===== src/rtl/vc_rx_demux.sv =====
// Router-side receiver for the slot-multiplexed VC injection port: steers flits into per-VC FWFT FIFOs and checks framing.
// Optional per-VC packet/flit counters are enabled with the VC_RX_STATS_EN macro.
module vc_rx_demux #(
    parameter int VC         = 4,
    parameter int DATA_WIDTH = 32,
    parameter int FIFO_DEPTH = 4
) (
    input  logic                       clk,
    input  logic                       rst,
    input  logic [DATA_WIDTH-1:0]      data_in,
    input  logic                       valid_in,
    output logic                       ready_in,
    output logic [$clog2(VC)-1:0]      slot,
    output logic [VC*DATA_WIDTH-1:0]   vc_data_out,
    output logic [VC-1:0]              vc_valid_out,
    input  logic [VC-1:0]              vc_ready_out,
    output logic [VC*8-1:0]            vc_dest,
    output logic [VC-1:0]              vc_err
`ifdef VC_RX_STATS_EN
    ,
    output logic [VC*16-1:0]           vc_pkt_cnt,
    output logic [VC*16-1:0]           vc_flit_cnt
`endif
);

    localparam int SLOT_W = $clog2(VC);
    localparam int PTR_W  = $clog2(FIFO_DEPTH);
    localparam int CNT_W  = PTR_W + 1;

    localparam logic [1:0] FT_HEAD = 2'b01;
    localparam logic [1:0] FT_BODY = 2'b10;
    localparam logic [1:0] FT_TAIL = 2'b11;

    typedef enum logic {
        ST_IDLE,
        ST_IN_PKT
    } frame_state_t;

    logic [SLOT_W-1:0] slot_reg;
    logic [VC-1:0]     full;
    logic [VC-1:0]     wr_en;
    logic [1:0]        flit_type;

    assign flit_type = data_in[31:30];
    assign slot      = slot_reg;
    // Depends only on the slot and pre-pop occupancy, never on valid_in.
    assign ready_in  = !full[slot_reg];

    always_ff @(posedge clk) begin
        if (rst) begin
            slot_reg <= '0;
        end else if (slot_reg == SLOT_W'(VC - 1)) begin
            slot_reg <= '0;
        end else begin
            slot_reg <= slot_reg + SLOT_W'(1);
        end
    end

    genvar gi;
    generate
        for (gi = 0; gi < VC; gi++) begin : g_vc
            logic [DATA_WIDTH-1:0] mem [FIFO_DEPTH];
            logic [PTR_W-1:0]      wr_ptr_reg;
            logic [PTR_W-1:0]      rd_ptr_reg;
            logic [CNT_W-1:0]      count_reg;
            logic                  pop;
            frame_state_t          state_reg;
            frame_state_t          state_next;
            logic                  err_reg;
            logic                  err_next;
            logic [7:0]            dest_reg;
            logic [7:0]            dest_next;

            assign wr_en[gi] = valid_in && ready_in && (slot_reg == SLOT_W'(gi));
            assign pop       = (count_reg != '0) && vc_ready_out[gi];
            assign full[gi]  = (count_reg == CNT_W'(FIFO_DEPTH));

            assign vc_valid_out[gi] = (count_reg != '0);
            // Gated so an empty FIFO presents zero rather than stale storage.
            assign vc_data_out[gi*DATA_WIDTH +: DATA_WIDTH] =
                vc_valid_out[gi] ? mem[rd_ptr_reg] : '0;
            assign vc_dest[gi*8 +: 8] = dest_reg;
            assign vc_err[gi]         = err_reg;

            always_ff @(posedge clk) begin
                if (wr_en[gi]) begin
                    mem[wr_ptr_reg] <= data_in;
                end
            end

            always_ff @(posedge clk) begin
                if (rst) begin
                    wr_ptr_reg <= '0;
                    rd_ptr_reg <= '0;
                    count_reg  <= '0;
                end else begin
                    if (wr_en[gi]) begin
                        wr_ptr_reg <= wr_ptr_reg + PTR_W'(1);
                    end
                    if (pop) begin
                        rd_ptr_reg <= rd_ptr_reg + PTR_W'(1);
                    end
                    count_reg <= count_reg + CNT_W'(wr_en[gi]) - CNT_W'(pop);
                end
            end

            always_ff @(posedge clk) begin
                if (rst) begin
                    state_reg <= ST_IDLE;
                    err_reg   <= 1'b0;
                    dest_reg  <= '0;
                end else begin
                    state_reg <= state_next;
                    err_reg   <= err_next;
                    dest_reg  <= dest_next;
                end
            end

            // Framing only flags; every accepted flit is stored regardless.
            always_comb begin
                state_next = state_reg;
                err_next   = err_reg;
                dest_next  = dest_reg;
                if (wr_en[gi]) begin
                    case (state_reg)
                        ST_IDLE: begin
                            if (flit_type == FT_HEAD) begin
                                state_next = ST_IN_PKT;
                                dest_next  = data_in[7:0];
                            end else begin
                                err_next = 1'b1;
                            end
                        end
                        ST_IN_PKT: begin
                            case (flit_type)
                                FT_BODY: state_next = ST_IN_PKT;
                                FT_TAIL: state_next = ST_IDLE;
                                FT_HEAD: begin
                                    err_next  = 1'b1;
                                    dest_next = data_in[7:0];
                                end
                                default: err_next = 1'b1;
                            endcase
                        end
                        default: state_next = ST_IDLE;
                    endcase
                end
            end
        end
    endgenerate

`ifdef VC_RX_STATS_EN
    logic [VC*16-1:0] pkt_cnt_reg;
    logic [VC*16-1:0] flit_cnt_reg;

    assign vc_pkt_cnt  = pkt_cnt_reg;
    assign vc_flit_cnt = flit_cnt_reg;

    always_ff @(posedge clk) begin
        if (rst) begin
            pkt_cnt_reg  <= '0;
            flit_cnt_reg <= '0;
        end else begin
            for (int v = 0; v < VC; v++) begin
                if (wr_en[v]) begin
                    flit_cnt_reg[v*16 +: 16] <= flit_cnt_reg[v*16 +: 16] + 16'd1;
                    if (flit_type == FT_TAIL) begin
                        pkt_cnt_reg[v*16 +: 16] <= pkt_cnt_reg[v*16 +: 16] + 16'd1;
                    end
                end
            end
        end
    end
`endif

endmodule


===== config.mk =====
export PLATFORM = sky130hd
export DESIGN_NAME = vc_rx_demux
export DESIGN_NICKNAME = d
export VERILOG_FILES = /design/src/rtl/vc_rx_demux.sv
export SDC_FILE = /design/constraint.sdc
export NUM_CORES = 1
export LEC_CHECK = 0
export ABC_AREA = 1
export ABC_CLOCK_PERIOD_IN_PS = 3700
export BUFFER_PORTS_ARGS = -buffer_cell sky130_fd_sc_hd__buf_2
export CAP_MARGIN = 20
export CORE_ASPECT_RATIO = 0.6
export CORE_UTILIZATION = 55
export DETAILED_ROUTE_END_ITERATION = 6
export PLACE_DENSITY = 0.87
export SLEW_MARGIN = 0
export SYNTH_ARGS = -nofsm -noshare
export SYNTH_HDL_FRONTEND = slang
export SYNTH_SLANG_ARGS = --single-unit

===== constraint.sdc =====
create_clock -name clk -period 3.7 [get_ports clk]
set_clock_uncertainty 0.15 [all_clocks]
set_input_delay 0.74 -clock clk [delete_from_list [all_inputs] [get_ports clk]]
set_output_delay 0.74 -clock clk [all_outputs]
set_load 0.02 [all_outputs]

==> summary.md <==
| Metric | Value |
|---|---|
| Layout cell share with drive strength beyond 1 | `16.1%` |
| Adder-cell share of the synthesized area | `about 1.8%` |
| Post-Synth XOR/XNOR Area | `less than 1%` |
| IO Count | `210` |
| Max reg flops | `a little over 500` |
| Synthesis-to-layout area growth | `14.8%` |
| Asr flop ratio synth | `0%` |
| Initial core utilization | `55.8%` |
| Cts bufs inserted | `a little over 50` |
| Post-layout util | `roughly 64%` |
| Largest net degree at the start of global routing | `between 60 and 70` |
| Syn Nets | `2093` |
| Final GP Congestion | `0.836` |
| Fin area | `0.0268 mm²` |
| FMAX | `0.294 GHz` |
| Crit path DAT | `2.51 ns` |
| Post-synthesis compound-gate area fraction | `9.21%` |
| TNS Setup | `0 ns` |
| Worst min-delay path class | `flop to flop` |
| Mean Syn Cell Area | `11.6 µm²` |
| Detailed Routing Iterations Pass 1 | `6` |
| Final worst-path cycle share | `between 90 and 100%` |
| Syn Inst Count | `2022` |
| Worst reg2reg path depth | `7` |
| FF-to-FF End | `g_vc[0].mem[2][17]$_DFFE_PP_` |
| Maxcap violations | `0` |
| Final WL | `~61000 µm` |
| Fin. max-slew vios | `0` |
| Wirelength per Cell | `21.6 µm` |
| Total track usage | `28.3%` |
| CORE AREA | `0.0419 mm²` |
| Post-Synth Simple-Gate Area | `approximately 12%` |
| M1 WL | `24300 µm` |
| Maximum fanout along the worst path | `26` |
| Final hold violations | `0` |
| Max-slew headroom | `30.4%` |
| Area contributors post-synth | `edfxtp_1 (66%), nor2_1 (9.8%), dfxtp_1 (6.7%), o21ai_0 (5.8%), a21oi_1 (3.4%)` |
| Main combinational cell family by area after synthesis | `simple AND/OR/NAND/NOR gates` |
| Unrepaired setup endpoints after global routing | `false` |
| Worst reg2reg startpoint | `slot[0]$_SDFF_PP0_` |
| Die ar. | `0.0434 mm²` |
| Rows | `between 50 and 60` |
| Final Total Pwr | `~19000 µW` |
| DIE WIDTH | `between 200 and 300 µm` |
| Final-stage net count | `between 2000 and 2500` |
| Count leader, synth | `nor2_1` |
| CP endpoint | `vc_data_out[60]` |
| Syn Std Cell Area | `0.0234 mm²` |
| Post-DRT Antenna Nets | `0` |
| Initial antenna violation count | `1` |
| # diodes | `0` |
| Fin crit period | `3.40 ns` |
| Leak | `between 0.01 and 0.015 µW` |
| Crit path kind | `flop to primary output` |
| Multiplexer area fraction after synthesis | `0%` |
| Synth cell count leaders | `nor2_1 (612), edfxtp_1 (512), o21ai_0 (271), a21oi_1 (159), inv_1 (117)` |
| Final HPWL DP | `37300 µm` |
| Status | `finished clean` |
| Vias in the first global route | `15500` |
| Post-synth EDFFs | `between 500 and 600` |
| Cell Area, Placed | `0.0252 mm²` |
| Grt total ovfl | `0` |
| Clk buf depth | `3` |
| Final hold slack | `0.294 ns` |
| Critical Path Start Type | `flop` |
| Met2 wire len | `28400 µm` |
| Max layer used | `met4` |
| Worst EP required | `2.81 ns` |
| WL met3 | `7040 µm` |
| Worst setup EP type | `primary output` |
| Yosys reg bits | `590` |
| Clk sink count | `590` |
| Post-synthesis sequential area ratio | `72.4%` |
| Buffers on Ports | `209` |
| # fillers | `2984` |
| YS warnings | `0` |
| DRC | `0` |
| Worst vdd ir | `0.474 mV` |
| Power Dens Cells | `a little over 700 mW/mm²` |
| First-pass GRT wire length | `91200 µm` |
| Synth cell types | `30` |
| Most used DFF post-synth | `edfxtp_1` |
| Violation count after the first detailed-route iteration | `2189` |
| Worst-margin pin slew | `1.04 ns` |
| Clk Latency, worst-skew pair | `0.59 ns` |
| Total number of vias | `16200` |
| H-tree depth | `2` |
| Clk root buf | `clkbuf_16` |
| Cell taking the most area after synthesis | `edfxtp_1` |
| Post-synth top area share | `65.8%` |
| Reg2Reg Setup Slack | `1.09 ns` |
| CTS tree | `yes` |
| Cts-stage hold buffer count | `0` |
| Setup violators final | `0` |
| Clock transition at the registers of the reported paths | `0.06 ns` |
| DIE HEIGHT | `162 µm` |
| Via density per instance | `roughly 5.7` |
## cells by family (layout without fill, tap and decap cells)
family	Yosys count	in the layout
AOI/OAI and AO/OA	430	430
xor gates and xnor gates	4	4
adders and majority gates	32	32
buffers and inverters	230	470
DFF	590	590
and+or+nand+nor	736	736
## critical path: stages, from the launching register on
cell,delay (ns)
dfxtp_2,0.74
clkinv_1,0.22
buf_4,0.28
o21ai_0,0.28
a21oi_1,0.19
buf_2,0.20
## power breakdown
part           switching, µW  leakage, µW  internal (µW)
Sequential               175      0.00526           7520
Clock                   2370     0.000788           2860
Combinational           4450      0.00400           1650
Total                   7000       0.0100          12000
## how the worst min path moves through the flow
stage	slack [ns]	end	depth (start not counted)	start
final	0.29	g_vc[2].err_reg$_SDFFE_PP0P_	2	g_vc[2].err_reg$_SDFFE_PP0P_
after CTS	0.30	g_vc[2].err_reg$_SDFFE_PP0P_	2	g_vc[2].err_reg$_SDFFE_PP0P_
after floorplan	0.28	g_vc[0].err_reg$_SDFFE_PP0P_	2	g_vc[0].err_reg$_SDFFE_PP0P_
after global routing	0.31	g_vc[2].err_reg$_SDFFE_PP0P_	2	g_vc[2].err_reg$_SDFFE_PP0P_
after detailed placement	0.29	g_vc[2].err_reg$_SDFFE_PP0P_	2	g_vc[2].err_reg$_SDFFE_PP0P_
after global placement	0.29	g_vc[0].err_reg$_SDFFE_PP0P_	2	g_vc[0].err_reg$_SDFFE_PP0P_
## routing by layer
| metal | GRT usage, % | vias up |
|---|---|---|
| met5 | 0 | - |
| met4 | 8.23 | 0 |
| met3 | 4.75 | 120 |
| met2 | 44.8 | 1018 |
| met1 | 40.8 | 7782 |
| li1 | - | 7300 |
## through the flow
step	setup slack, ns	cells
finish	0.296	2832
global route	0.234	2832
CTS	0.345	2832
detailed placement	0.605	2739
global placement	0.774	2739
floorplan	0.600	2022
## cells in the final DEF, fill, tap and decap left out, types with 2 or more instances in the layout
cell type and instances:
buf_12 6, xnor2_1 2, buf_2 209, inv_1 117, a21oi_1 159, nor2_4 17
buf_4 41, clkinv_2 11, bufinv_16 4, dfxtp_1 73, fa_1 4, clkinv_1 13
o21ai_0 271, edfxtp_1 512, nand3_4 4, nand3_2 2, ha_1 28, clkinv_4 2
clkbuf_1 12, nand4_2 3, xor2_1 2, dfxtp_2 5, clkbuf_16 52, nor2_1 595
nand2_1 103, nand4_1 4
## layout make-up
cell class	instances	area, µm²	share of cell area, %
inverter	121	455	1.70
tap	570	713	2.66
timing repair buffer	256	1470	5.49
multi-input combinational	1202	5660	21.1
clock buffer	64	1350	5.01
sequential	590	16900	63.1
clock inverter	29	254	0.946
## repair_timing
action / CTS / global route
setup buffers: 0 / 0
gates resized for setup: 1 / 0
setup endpoints to repair: 1 / 0
No activity file was read; power rests on OpenSTA's default activity.
